==> src/rtl/uart_tx_buffered.sv <==
// Buffered 8N1 UART transmitter: CPU bytes queue in a FIFO and a baud-timed shifter drains them back-to-back.
// Latency: a write into an idle, empty block drives txd low two edges later; a write while full is dropped and sets sticky tx_overflow.
module uart_tx_buffered #(
  parameter int CLK_HZ     = 50000000,
  parameter int BAUD       = 115200,
  parameter int FIFO_DEPTH = 16,
  parameter int CW         = $clog2(FIFO_DEPTH) + 1
) (
  input  logic          clk,
  input  logic          rst_n,
  input  logic          tx_wr,
  input  logic [7:0]    tx_wdata,
  output logic          tx_tbr_valid,
  output logic          tx_busy,
  output logic [CW-1:0] tx_count,
  output logic          tx_overflow,
  input  logic          clr_ovrflw,
  output logic          txd
);

  localparam int DIV = CLK_HZ / BAUD;
  localparam int BW  = (DIV > 2) ? $clog2(DIV) : 1;
  localparam logic [BW-1:0] DIV_M1   = BW'(DIV - 1);
  localparam logic [CW-1:0] FULL_CNT = CW'(FIFO_DEPTH);

  typedef enum logic [1:0] {IDLE, START, DATA, STOP} state_t;

  state_t        state, state_nxt;
  logic [BW-1:0] baud_cnt, baud_nxt;
  logic [2:0]    bit_idx, bit_nxt;
  logic [7:0]    shift, shift_nxt;
  logic          txd_nxt;
  logic          pop;
  logic          tc;
  logic          fifo_full;
  logic          fifo_empty;
  logic [7:0]    head;

  sync_fifo #(
    .DEPTH (FIFO_DEPTH),
    .W     (8),
    .CW    (CW)
  ) u_fifo (
    .clk   (clk),
    .rst_n (rst_n),
    .push  (tx_wr),
    .wdata (tx_wdata),
    .pop   (pop),
    .rdata (head),
    .count (tx_count)
  );

  assign fifo_full    = (tx_count == FULL_CNT);
  assign fifo_empty   = (tx_count == '0);
  assign tx_tbr_valid = !fifo_full;
  assign tx_busy      = (state != IDLE) || !fifo_empty;
  assign tc           = (baud_cnt == '0);

  // txd is registered from the current state, so the line lags the FSM by one edge.
  always_comb begin
    state_nxt = state;
    baud_nxt  = baud_cnt;
    bit_nxt   = bit_idx;
    shift_nxt = shift;
    txd_nxt   = 1'b1;
    pop       = 1'b0;
    case (state)
      IDLE: begin
        if (!fifo_empty) begin
          pop       = 1'b1;
          shift_nxt = head;
          baud_nxt  = DIV_M1;
          bit_nxt   = '0;
          state_nxt = START;
        end
      end
      START: begin
        txd_nxt = 1'b0;
        if (tc) begin
          baud_nxt  = DIV_M1;
          state_nxt = DATA;
        end else begin
          baud_nxt = baud_cnt - BW'(1);
        end
      end
      DATA: begin
        txd_nxt = shift[0];
        if (tc) begin
          baud_nxt  = DIV_M1;
          shift_nxt = {1'b0, shift[7:1]};
          if (bit_idx == 3'd7) begin
            state_nxt = STOP;
          end else begin
            bit_nxt = bit_idx + 3'd1;
          end
        end else begin
          baud_nxt = baud_cnt - BW'(1);
        end
      end
      STOP: begin
        txd_nxt = 1'b1;
        if (tc) begin
          if (!fifo_empty) begin
            pop       = 1'b1;
            shift_nxt = head;
            baud_nxt  = DIV_M1;
            bit_nxt   = '0;
            state_nxt = START;
          end else begin
            state_nxt = IDLE;
          end
        end else begin
          baud_nxt = baud_cnt - BW'(1);
        end
      end
      default: state_nxt = IDLE;
    endcase
  end

  always_ff @(posedge clk or negedge rst_n) begin
    if (!rst_n) begin
      state    <= IDLE;
      baud_cnt <= '0;
      bit_idx  <= '0;
      shift    <= '0;
      txd      <= 1'b1;
    end else begin
      state    <= state_nxt;
      baud_cnt <= baud_nxt;
      bit_idx  <= bit_nxt;
      shift    <= shift_nxt;
      txd      <= txd_nxt;
    end
  end

  // A write that finds the FIFO full wins over a same-cycle clear.
  always_ff @(posedge clk or negedge rst_n) begin
    if (!rst_n) begin
      tx_overflow <= 1'b0;
    end else if (tx_wr && fifo_full) begin
      tx_overflow <= 1'b1;
    end else if (clr_ovrflw) begin
      tx_overflow <= 1'b0;
    end
  end

endmodule

// Generic synchronous FIFO with occupancy count and show-ahead read data.
// Latency: one edge from push to visible head; push when full and pop when empty are ignored.
module sync_fifo #(
  parameter int DEPTH = 16,
  parameter int W     = 8,
  parameter int CW    = $clog2(DEPTH) + 1
) (
  input  logic          clk,
  input  logic          rst_n,
  input  logic          push,
  input  logic [W-1:0]  wdata,
  input  logic          pop,
  output logic [W-1:0]  rdata,
  output logic [CW-1:0] count
);

  localparam int AW = $clog2(DEPTH);
  localparam logic [CW-1:0] FULL_CNT = CW'(DEPTH);

  logic [W-1:0]  mem [DEPTH];
  logic [AW-1:0] wr_ptr, rd_ptr;
  logic          push_ok, pop_ok;

  assign push_ok = push && (count != FULL_CNT);
  assign pop_ok  = pop && (count != '0);
  assign rdata   = mem[rd_ptr];

  always_ff @(posedge clk) begin
    if (push_ok) begin
      mem[wr_ptr] <= wdata;
    end
  end

  // Power-of-two depth lets the pointers wrap naturally.
  always_ff @(posedge clk or negedge rst_n) begin
    if (!rst_n) begin
      wr_ptr <= '0;
      rd_ptr <= '0;
      count  <= '0;
    end else begin
      if (push_ok) wr_ptr <= wr_ptr + AW'(1);
      if (pop_ok)  rd_ptr <= rd_ptr + AW'(1);
      if (push_ok && !pop_ok) begin
        count <= count + CW'(1);
      end else if (!push_ok && pop_ok) begin
        count <= count - CW'(1);
      end
    end
  end

endmodule

==> config.mk <==
export PLATFORM = sky130hd
export DESIGN_NAME = uart_tx_buffered
export DESIGN_NICKNAME = d
export VERILOG_FILES = /design/src/rtl/uart_tx_buffered.sv
export SDC_FILE = /design/constraint.sdc
export NUM_CORES = 1
export LEC_CHECK = 0
export CORE_ASPECT_RATIO = 0.6
export CORE_UTILIZATION = 40
export CTS_CLUSTER_DIAMETER = 40
export CTS_CLUSTER_SIZE = 30
export DETAILED_ROUTE_END_ITERATION = 7
export HOLD_SLACK_MARGIN = 0.1
export PLACE_DENSITY = 0.57
export SLEW_MARGIN = 20
export SYNTH_ARGS = -nofsm -noshare
export SYNTH_HDL_FRONTEND = slang
export SYNTH_SLANG_ARGS = --single-unit
==> constraint.sdc <==
create_clock -name clk -period 3.9 [get_ports clk]
set_input_delay 0.975 -clock clk [delete_from_list [all_inputs] [get_ports clk]]
set_output_delay 0.975 -clock clk [all_outputs]
set_load 0.02 [all_outputs]
==> results of run 1 <==
-- logic make-up (layout without fill, tap and decap cells) --
group	after synthesis	after routing	share of synthesized area [%]
xor+xnor	12	12	1.49
flops	165	165	67.5
compound gates	83	83	7.97
simple gates	83	83	6.20
mux	35	35	10.7
fa+ha+maj	19	19	3.47
buf+inv	33	83	2.67
-- flip-flops by register name (all words and copies together), names as in the netlist --
register	count
tx_overflow	1
baud_cnt	9
txd	1
bit_idx	3
state	2
shift	8
u_fifo.wr_ptr	4
u_fifo.rd_ptr	4
u_fifo.mem	128
u_fifo.count	5
-- layout make-up --
type | instances | area (sq um)
clock buffers | 17 | 425
clock inverters | 14 | 150
fillers | 1494 | 9090
inverters | 13 | 48.8
multi-input cells | 232 | 2110
flip-flops and latches | 165 | 4770
well taps | 234 | 293
repair buffers | 39 | 338
-- power groups by stage --
| stage | Clock [W] | Combinational (W) | Sequential (W) |
|---|---|---|---|
| 2_1_floorplan | 0 | 0.000356 | 0.00222 |
| 3_3_place_gp | 0 | 0.000604 | 0.00222 |
| 3_5_place_dp | 0 | 0.000615 | 0.00223 |
| 4_1_cts | 0.00168 | 0.000620 | 0.00220 |
| 5_1_grt | 0.00175 | 0.000670 | 0.00221 |
| 6_report | 0.00164 | 0.000612 | 0.00220 |
-- layer usage --
| metal | part of all wire (%) | GRT usage, % |
|---|---|---|
| met4 | 0.79 | 4.89 |
| met5 | 0 | 0 |
| met1 | 51 | 27.7 |
| met3 | 6.5 | 4.00 |
| met2 | 42 | 22.9 |
-- stage by stage --
| step | total power (W) | std cells | area [sq um] | util, % | hold slack (ns) |
|---|---|---|---|---|---|
| 3_3_place_gp | 0.00283 | 683 | 7560 | 43.9 | 0.474 |
| 2_1_floorplan | 0.00258 | 430 | 7070 | - | 0.456 |
| 4_1_cts | 0.00450 | 714 | 8130 | 47.2 | 0.511 |
| 3_5_place_dp | 0.00285 | 683 | 7560 | 43.9 | 0.502 |
| 6_report | 0.00444 | 714 | 8130 | 47.2 | 0.508 |
| 5_1_grt | 0.00463 | 714 | 8130 | 47.2 | 0.528 |
-- placed cells by master (no fill, tap or decap), types with 7 or more instances in the layout --
cell type	instances
edfxtp_1	128
dfrtp_1	35
mux4_2	32
nor2_1	30
a21oi_1	30
nand2_1	19
clkdlybuf4s50_1	19
buf_4	19
ha_1	18
a22oi_1	17
clkbuf_16	17
o21ai_0	14
inv_1	13
xnor2_1	9
nor3_1	7
-- worst min path at each step --
stage | endpoint | start | slack [ns]
after detailed placement | bit_idx[0] | bit_idx[0] | 0.50
final | bit_idx[0] | bit_idx[0] | 0.51
after global routing | bit_idx[0] | bit_idx[0] | 0.53
after floorplan | bit_idx[0] | bit_idx[0] | 0.46
after global placement | bit_idx[0] | bit_idx[0] | 0.47
after CTS | bit_idx[0] | bit_idx[0] | 0.51
-- critical path: cells and delay by family (launching register included) --
family | cells | cell delay, ns
adder cells (fa/ha/maj) | 2 | 0.52
flip-flops | 1 | 0.45
buffers and inverters | 2 | 0.22
AND/OR/NAND/NOR | 3 | 0.70
AO/OA/AOI/OAI | 3 | 0.76
XOR/XNOR | 2 | 0.27
==> impl_metrics.json, run 1 <==
{
  "run_status": "completed",
  "clk_path_buf_depth": 2,
  "worstSetupStartpoint": "baud_cnt[2]",
  "synth_edf_count": 128,
  "ys_async_sr_fraction_pct": 22.4,
  "grt_usage_pct": 17.3,
  "r2r_cells": 12,
  "timing.clock.skew_ns": 0.0148,
  "synth_cells": 430,
  "cts_hold_buf": 0,
  "cts.clk_slew.worst_paths_ns": 0.07,
  "seq_area_frac_synth_pct": 67.5,
  "cp-end-kind": "register",
  "hold_depth": 1,
  "setup_viol": 0,
  "p_leak_nw": 2.87,
  "routedWlPerCell_microns": 20.5,
  "vdd_drop_max_uv": 284,
  "p_sw_w": 0.00116,
  "tns_ns": 0,
  "drt-initial-drc-count": 303,
  "synth_largest_area_cell": "edfxtp_1",
  "max_stage_delay_ns": 0.45,
  "swShare_pct": 26.0,
  "power_density_nw_per_um2": 546,
  "postSynthAreaPerCell_sq_um": 16.4,
  "num_antenna_cells": 0,
  "cp-start-kind": "register",
  "initial_core_util_pct": 41.0,
  "worstMarginPinSlew_ns": 0.914,
  "yosysMostFrequentCell": "edfxtp_1",
  "slowest_stage": "dfrtp_1",
  "hp-class": "register to register",
  "cts_setup_buffers": 0,
  "endpoint": "u_fifo.count[4]",
  "pre_cts_slack_ns": 0.551,
  "cap_violations": 0,
  "drtAntennaViolNets": 0,
  "grt_first_pass_wirelength_microns": 22800,
  "cts.root.buffer_cell": "clkbuf_16",
  "max_freq_mhz": 330,
  "ys_types": 55,
  "crit_type": "register to register",
  "hpwl_microns": 9820,
  "combPwrFrac_pct": 13.8,
  "grt_setup_unrepaired": "false",
  "arrival_ns": 3.34,
  "syn2layout_area_growth_pct": 15.1,
  "route.detailed.drc": 0,
  "intPower_w": 0.00329,
  "drt-pass1-iter-count": 5,
  "layout_setup_ws_ns": 0.868,
  "r2r_slack_ns": 0.87,
  "synth-main-ff-cell": "edfxtp_1",
  "antenna_found_initial": 0,
  "min_period_ns": 3.03,
  "worstPathMaxFanout": 6,
  "crit_chain": "nor4_4 -> nand4_2 -> a221oi_4 -> inv_1 -> ha_1 -> inv_1 -> ha_1 -> a21o_1 -> a21oi_1 -> xnor2_1 -> nor2_1 -> xor2_1",
  "cts_resized": 0,
  "power_frac_seq_pct": 49.4,
  "synth.top_cell.area_share_pct": 54.4,
  "worstPathRequired_ns": 4.20,
  "r2r-start": "baud_cnt[2]",
  "dr_total_vias": 3819,
  "synth_common_cells": "128 x edfxtp_1, 36 x dfrtp_1, 32 x mux4_2",
  "finalCritPeriodShare_pct": 77.7,
  "cts_tree": "yes",
  "die_h_microns": 105,
  "numCtsBuffers": 17,
  "synth.area.top_cells": "edfxtp_1 54%, dfrtp_1 13%, mux4_2 10%",
  "drv_slew": 0,
  "finalHoldViolations": 0,
  "gp_congestion": 0.764,
  "ioPinCount": 21,
  "clockPowerShare_pct": 36.8,
  "drive_gt1_share_pct": 21.5,
  "grt_pass1_vias": 3746,
  "synth_nets": 461,
  "die_w_microns": 174,
  "via_per_inst": 5.35,
  "grt_max_degree": 38,
  "worst_r2r_endpoint": "u_fifo.count[4]",
  "ys.warnings.count": 0,
  "drt-total-wl_microns": 14600,
  "insertion_delay_ns": 0.42,
  "num-nets-final": 499,
  "synth.cell_area_sq_um": 7070,
  "clock-sinks": 165,
  "slew_headroom_pct": 39.1,
  "grt_overflow": 0,
  "rows": 37,
  "portBuffers": 20,
  "h-tree-depth": 4,
  "fp.dieArea_sq_um": 18200,
  "core_sq_um": 17200,
  "synth.ff_latch_count": 165
}
No activity file was read; power rests on OpenSTA's default activity.
==> inputs of run 2 (changes only) <==
clock period = 3.1 ns   (was 3.9 ns; I/O delays follow)
==> run 2 against run 1 <==
Compared with the run above:
- global-route usage grew 0.28 points
- clock skew fell by 0.0028 ns
- wire length grew 1.6%
- first-iteration DRC count rose by 7.3%
- hold slack got worse by 0.029 ns
- flip-flop and latch count unchanged
- sequential share of layout area down 0.86 points
- register-to-register slack got worse by 0.60 ns
- utilization up 0.70 points
- design area rose by 1.5%
- total power rose by 28%
- worst setup slack lost 0.60 ns
- largest cell class unchanged
==> impl_metrics.json, run 2 (synthesis gave the netlist of run 1 again) <==
{
  "run_status": "completed",
  "path_depth": 14,
  "arrival_ns": 3.13,
  "finalCritPeriodShare_pct": 91.3,
  "cts_resized": 0,
  "final_cell_mix": "128 x edfxtp_1, 35 x dfrtp_1, 32 x mux4_2, 30 x nor2_1, 30 x a21oi_1",
  "worst_r2r_endpoint": "u_fifo.count[4]",
  "drive_gt1_share_pct": 23.3,
  "worstMarginPinSlew_ns": 0.884,
  "cts_hold_buf": 0,
  "clock-sinks": 165,
  "cap_violations": 0,
  "grt_overflow": 0,
  "fill_cells": 1505,
  "grt_usage_pct": 17.5,
  "grt_max_degree": 38,
  "p_sw_w": 0.00153,
  "finalHoldViolations": 0,
  "die_w_microns": 174,
  "portBuffers": 20,
  "design_area_sq_um": 8250,
  "min_period_ns": 2.83,
  "timing.clock.skew_ns": 0.0120,
  "h-tree-depth": 4,
  "cts.clk_slew.worst_paths_ns": 0.07,
  "path_buf_inv": 3,
  "clk_path_buf_depth": 2,
  "drt-initial-drc-count": 325,
  "core_sq_um": 17200,
  "cts_tree": "yes",
  "cp-end-kind": "register",
  "slew_headroom_pct": 41.0,
  "cts.root.buffer_cell": "clkbuf_16",
  "drt-pass1-iter-count": 4,
  "insertion_delay_ns": 0.42,
  "max_stage_delay_ns": 0.42,
  "swShare_pct": 26.7,
  "rows": 37,
  "power_density_nw_per_um2": 692,
  "num_antenna_cells": 0,
  "cts_setup_buffers": 0,
  "vdd_drop_max_uv": 276,
  "top_register": "u_fifo.mem",
  "layout_setup_ws_ns": 0.271,
  "initial_core_util_pct": 41.0,
  "slowest_stage": "dfrtp_1",
  "tns_ns": 0,
  "die_h_microns": 105,
  "crit_chain": "inv_1 -> ha_1 -> and2b_2 -> nand4_2 -> a221oi_4 -> inv_1 -> ha_1 -> inv_1 -> ha_1 -> a21o_1 -> a21oi_1 -> xnor2_1 -> nor2_1 -> xor2_1",
  "routedWlPerCell_microns": 20.5,
  "drv_slew": 0,
  "via_per_inst": 5.25,
  "grt_first_pass_wirelength_microns": 23200,
  "power_frac_seq_pct": 48.4,
  "place_area_sq_um": 7640,
  "hp-class": "input pin to asynchronous set/reset pin",
  "crit_type": "register to register",
  "r2r_slack_ns": 0.27,
  "intPower_w": 0.00418,
  "largest_register_ffs": 128,
  "num-nets-final": 508,
  "route.detailed.drc": 0,
  "drtAntennaViolNets": 0,
  "r2r_cells": 14,
  "r2r-start": "baud_cnt[0]",
  "grt_setup_unrepaired": "false",
  "worstPathRequired_ns": 3.40,
  "hpwl_microns": 9920,
  "clockPowerShare_pct": 37.9,
  "syn2layout_area_growth_pct": 16.8,
  "p_leak_nw": 2.95,
  "ioPinCount": 21,
  "worstPathMaxFanout": 5,
  "dr_total_vias": 3804,
  "final_common_cell": "edfxtp_1",
  "drt-total-wl_microns": 14800,
  "max_freq_mhz": 353,
  "gp_congestion": 0.778,
  "cp_top_family": "adder cells",
  "combPwrFrac_pct": 13.7,
  "top_regs": "u_fifo.mem: 128 flops, baud_cnt: 9 flops, shift: 8 flops",
  "grt_pass1_vias": 3935,
  "numCtsBuffers": 17,
  "pre_cts_slack_ns": 0.185,
  "setup_viol": 0,
  "cp-start-kind": "register",
  "fp.dieArea_sq_um": 18200,
  "antenna_found_initial": 0
}
run 2: cell types whose count changed in the layout (fill, tap and decap cells not counted):
cell / previous run / this run
clkinv_4: 2 / 4
buf_4: 19 / 27
clkinv_2: 1 / 0
clkinvlp_4: 3 / 0
buf_12: 0 / 1
clkinv_8: 0 / 2
inv_8: 1 / 3
clkinv_1: 2 / 1
run 2: power by group through the flow:
| stage | clock network (W) | registers (W) | logic (W) |
|---|---|---|---|
| after floorplan | 0 | 0.00280 | 0.000448 |
| after global placement | 0 | 0.00280 | 0.000771 |
| after detailed placement | 0 | 0.00281 | 0.000788 |
| after CTS | 0.00221 | 0.00277 | 0.000794 |
| after global routing | 0.00230 | 0.00279 | 0.000875 |
| final | 0.00216 | 0.00276 | 0.000783 |
run 2: how the worst max path moves through the flow:
stage                          from               to
floorplan           u_fifo.count[1]  u_fifo.count[4]
global placement              tx_wr  u_fifo.count[4]
detailed placement            tx_wr  u_fifo.count[4]
CTS                 u_fifo.count[1]          tx_busy
global route            baud_cnt[0]  u_fifo.count[4]
finish                  baud_cnt[0]  u_fifo.count[4]
run 2: metrics by stage:
stage               power [W]  utilization, %  hold WS, ns  cells
floorplan             0.00324               -        0.456    430
global placement      0.00357            44.3        0.479    692
detailed placement    0.00360            44.3        0.493    692
CTS                   0.00577            47.9        0.498    724
global route          0.00597            47.9        0.516    724
finish                0.00571            47.9        0.479    724
run 2: routing by layer:
metal	vias up	track usage, %	part of all wire (%)
met3	7	3.86	6.9
li1	1777	-	-
met5	-	0	0
met1	1943	27.6	49
met2	77	23.7	43
met4	0	5.76	0.67
run 2: final cells by class:
class | instances | area, sq um | area share (%)
clock buffers | 17 | 425 | 5.15
multi-input cells | 232 | 2110 | 25.5
flip-flops and latches | 165 | 4770 | 57.8
inverters | 13 | 48.8 | 0.591
repair buffers | 48 | 418 | 5.06
clock inverters | 15 | 191 | 2.32
well taps | 234 | 293 | 3.55
==> inputs of run 3 (changes only) <==
PLACE_DENSITY = default   (was 0.57)
PLACE_DENSITY_LB_ADDON = 0.3   (was default)
==> run 3 against run 2 <==
Compared with the run above:
- maximum frequency shrank 0.84%
- die area did not move
- clock power fell by 4%
- sequential share of layout area increased by 0.33 points
- critical path depth unchanged
- clock skew grew 0.0019 ns
- register-to-register slack got worse by 0.02 ns
- wire length shrank 2.0%
- cell count is 0.55% lower
- critical path type unchanged
- critical endpoint unchanged
==> impl_metrics.json, run 3 (synthesis gave the netlist of run 1 again) <==
{
  "die_w_microns": 174,
  "crit_type": "register to register",
  "top_regs": "u_fifo.mem: 128 flops, baud_cnt: 9 flops, shift: 8 flops",
  "portBuffers": 20,
  "via_per_inst": 5.44,
  "grt_setup_unrepaired": "false",
  "largest_register_ffs": 128,
  "drt-initial-drc-count": 384,
  "r2r-start": "baud_cnt[0]",
  "hp-class": "input pin to asynchronous set/reset pin",
  "final_common_cell": "edfxtp_1",
  "arrival_ns": 3.16,
  "drt-total-wl_microns": 14500,
  "grt_overflow": 0,
  "hpwl_microns": 9900,
  "antenna_found_initial": 0,
  "worstPathMaxFanout": 5,
  "finalHoldViolations": 0,
  "drv_slew": 0,
  "rows": 37,
  "cts.root.buffer_cell": "clkbuf_16",
  "insertion_delay_ns": 0.42,
  "worstMarginPinSlew_ns": 0.922,
  "r2r_slack_ns": 0.25,
  "drive_gt1_share_pct": 22.8,
  "grt_pass1_vias": 3921,
  "layout_setup_ws_ns": 0.247,
  "initial_core_util_pct": 41.0,
  "p_leak_nw": 2.92,
  "syn2layout_area_growth_pct": 16.2,
  "power_density_nw_per_um2": 684,
  "vdd_drop_max_uv": 351,
  "top_register": "u_fifo.mem",
  "route.detailed.drc": 0,
  "clock-sinks": 165,
  "slowest_stage": "dfrtp_1",
  "grt_max_degree": 38,
  "setup_viol": 0,
  "power_w": 0.00561,
  "cp-end-kind": "register",
  "num-nets-final": 504,
  "finalCritPeriodShare_pct": 92.0,
  "min_period_ns": 2.85,
  "worstPathRequired_ns": 3.41,
  "final_cell_mix": "128 x edfxtp_1, 35 x dfrtp_1, 32 x mux4_2, 30 x nor2_1, 30 x a21oi_1",
  "cp-start-kind": "register",
  "numCtsBuffers": 17,
  "drtAntennaViolNets": 0,
  "cap_violations": 0,
  "gp_congestion": 0.771,
  "clk_path_buf_depth": 2,
  "r2r_cells": 14,
  "grt_usage_pct": 17.1,
  "h-tree-depth": 4,
  "worst_r2r_endpoint": "u_fifo.count[4]",
  "crit_chain": "inv_1 -> ha_1 -> and2b_2 -> nand4_2 -> a221oi_4 -> inv_1 -> ha_1 -> inv_1 -> ha_1 -> a21o_1 -> a21oi_1 -> xnor2_1 -> nor2_1 -> xor2_1",
  "cts_resized": 0,
  "cts_tree": "yes",
  "core_sq_um": 17200,
  "drt-pass1-iter-count": 5,
  "slew_headroom_pct": 38.5,
  "max_stage_delay_ns": 0.43,
  "cts_hold_buf": 0,
  "pre_cts_slack_ns": 0.223,
  "max_freq_mhz": 350,
  "die_h_microns": 105,
  "routedWlPerCell_microns": 20.2,
  "ioPinCount": 21,
  "grt_first_pass_wirelength_microns": 22900,
  "cts.clk_slew.worst_paths_ns": 0.07,
  "dr_total_vias": 3917,
  "timing.clock.skew_ns": 0.0139,
  "num_antenna_cells": 0,
  "tns_ns": 0,
  "cts_setup_buffers": 0,
  "run_status": "completed",
  "fp.dieArea_sq_um": 18200
}
run 3: final cells by class:
cell class / count / area, sq um
clock buffer: 17 / 425
clock inverter: 15 / 161
fill: 1475 / 9010
inverter: 13 / 48.8
multi-input combinational: 232 / 2110
sequential: 165 / 4770
tap: 234 / 293
timing repair buffer: 44 / 400
run 3: report_power, final:
part / total, W / internal (W) / switching [W]
logic: 0.000769 / 0.000325 / 0.000443
registers: 0.00276 / 0.00262 / 0.000138
clock network: 0.00208 / 0.00114 / 0.000938
run 3: worst max-delay path by stage:
stage,startpoint,to,slack (ns)
5_1_grt,baud_cnt[0],u_fifo.count[4],0.07
3_3_place_gp,tx_wr,u_fifo.count[4],0.24
6_report,baud_cnt[0],u_fifo.count[4],0.25
4_1_cts,u_fifo.count[0],tx_busy,0.23
2_1_floorplan,u_fifo.count[1],u_fifo.count[4],0.21
3_5_place_dp,tx_wr,u_fifo.count[4],0.22
run 3: routing by layer:
layer	up-vias	global-route usage (%)	share of wire, %
li1	1760	-	-
met1	2021	27.1	52
met2	120	23.0	41
met3	16	4.08	6.1
met4	0	4.70	1.2
met5	-	0	0
run 3: critical path: cells and delay by family (launching register included):
family / cells / cell delay [ns]
compound gates: 3 / 0.64
fa+ha+maj: 3 / 0.67
simple gates: 3 / 0.41
flops: 1 / 0.43
buf+inv: 3 / 0.31
xor+xnor: 2 / 0.28
run 3: through the flow:
stage               cells  hold WS, ns  area (sq um)  utilization (%)
floorplan             430        0.456          7070                -
global placement      688        0.472          7620             44.2
detailed placement    688        0.498          7620             44.2
CTS                   720        0.508          8210             47.7
global route          720        0.526          8210             47.7
finish                720        0.488          8210             47.7
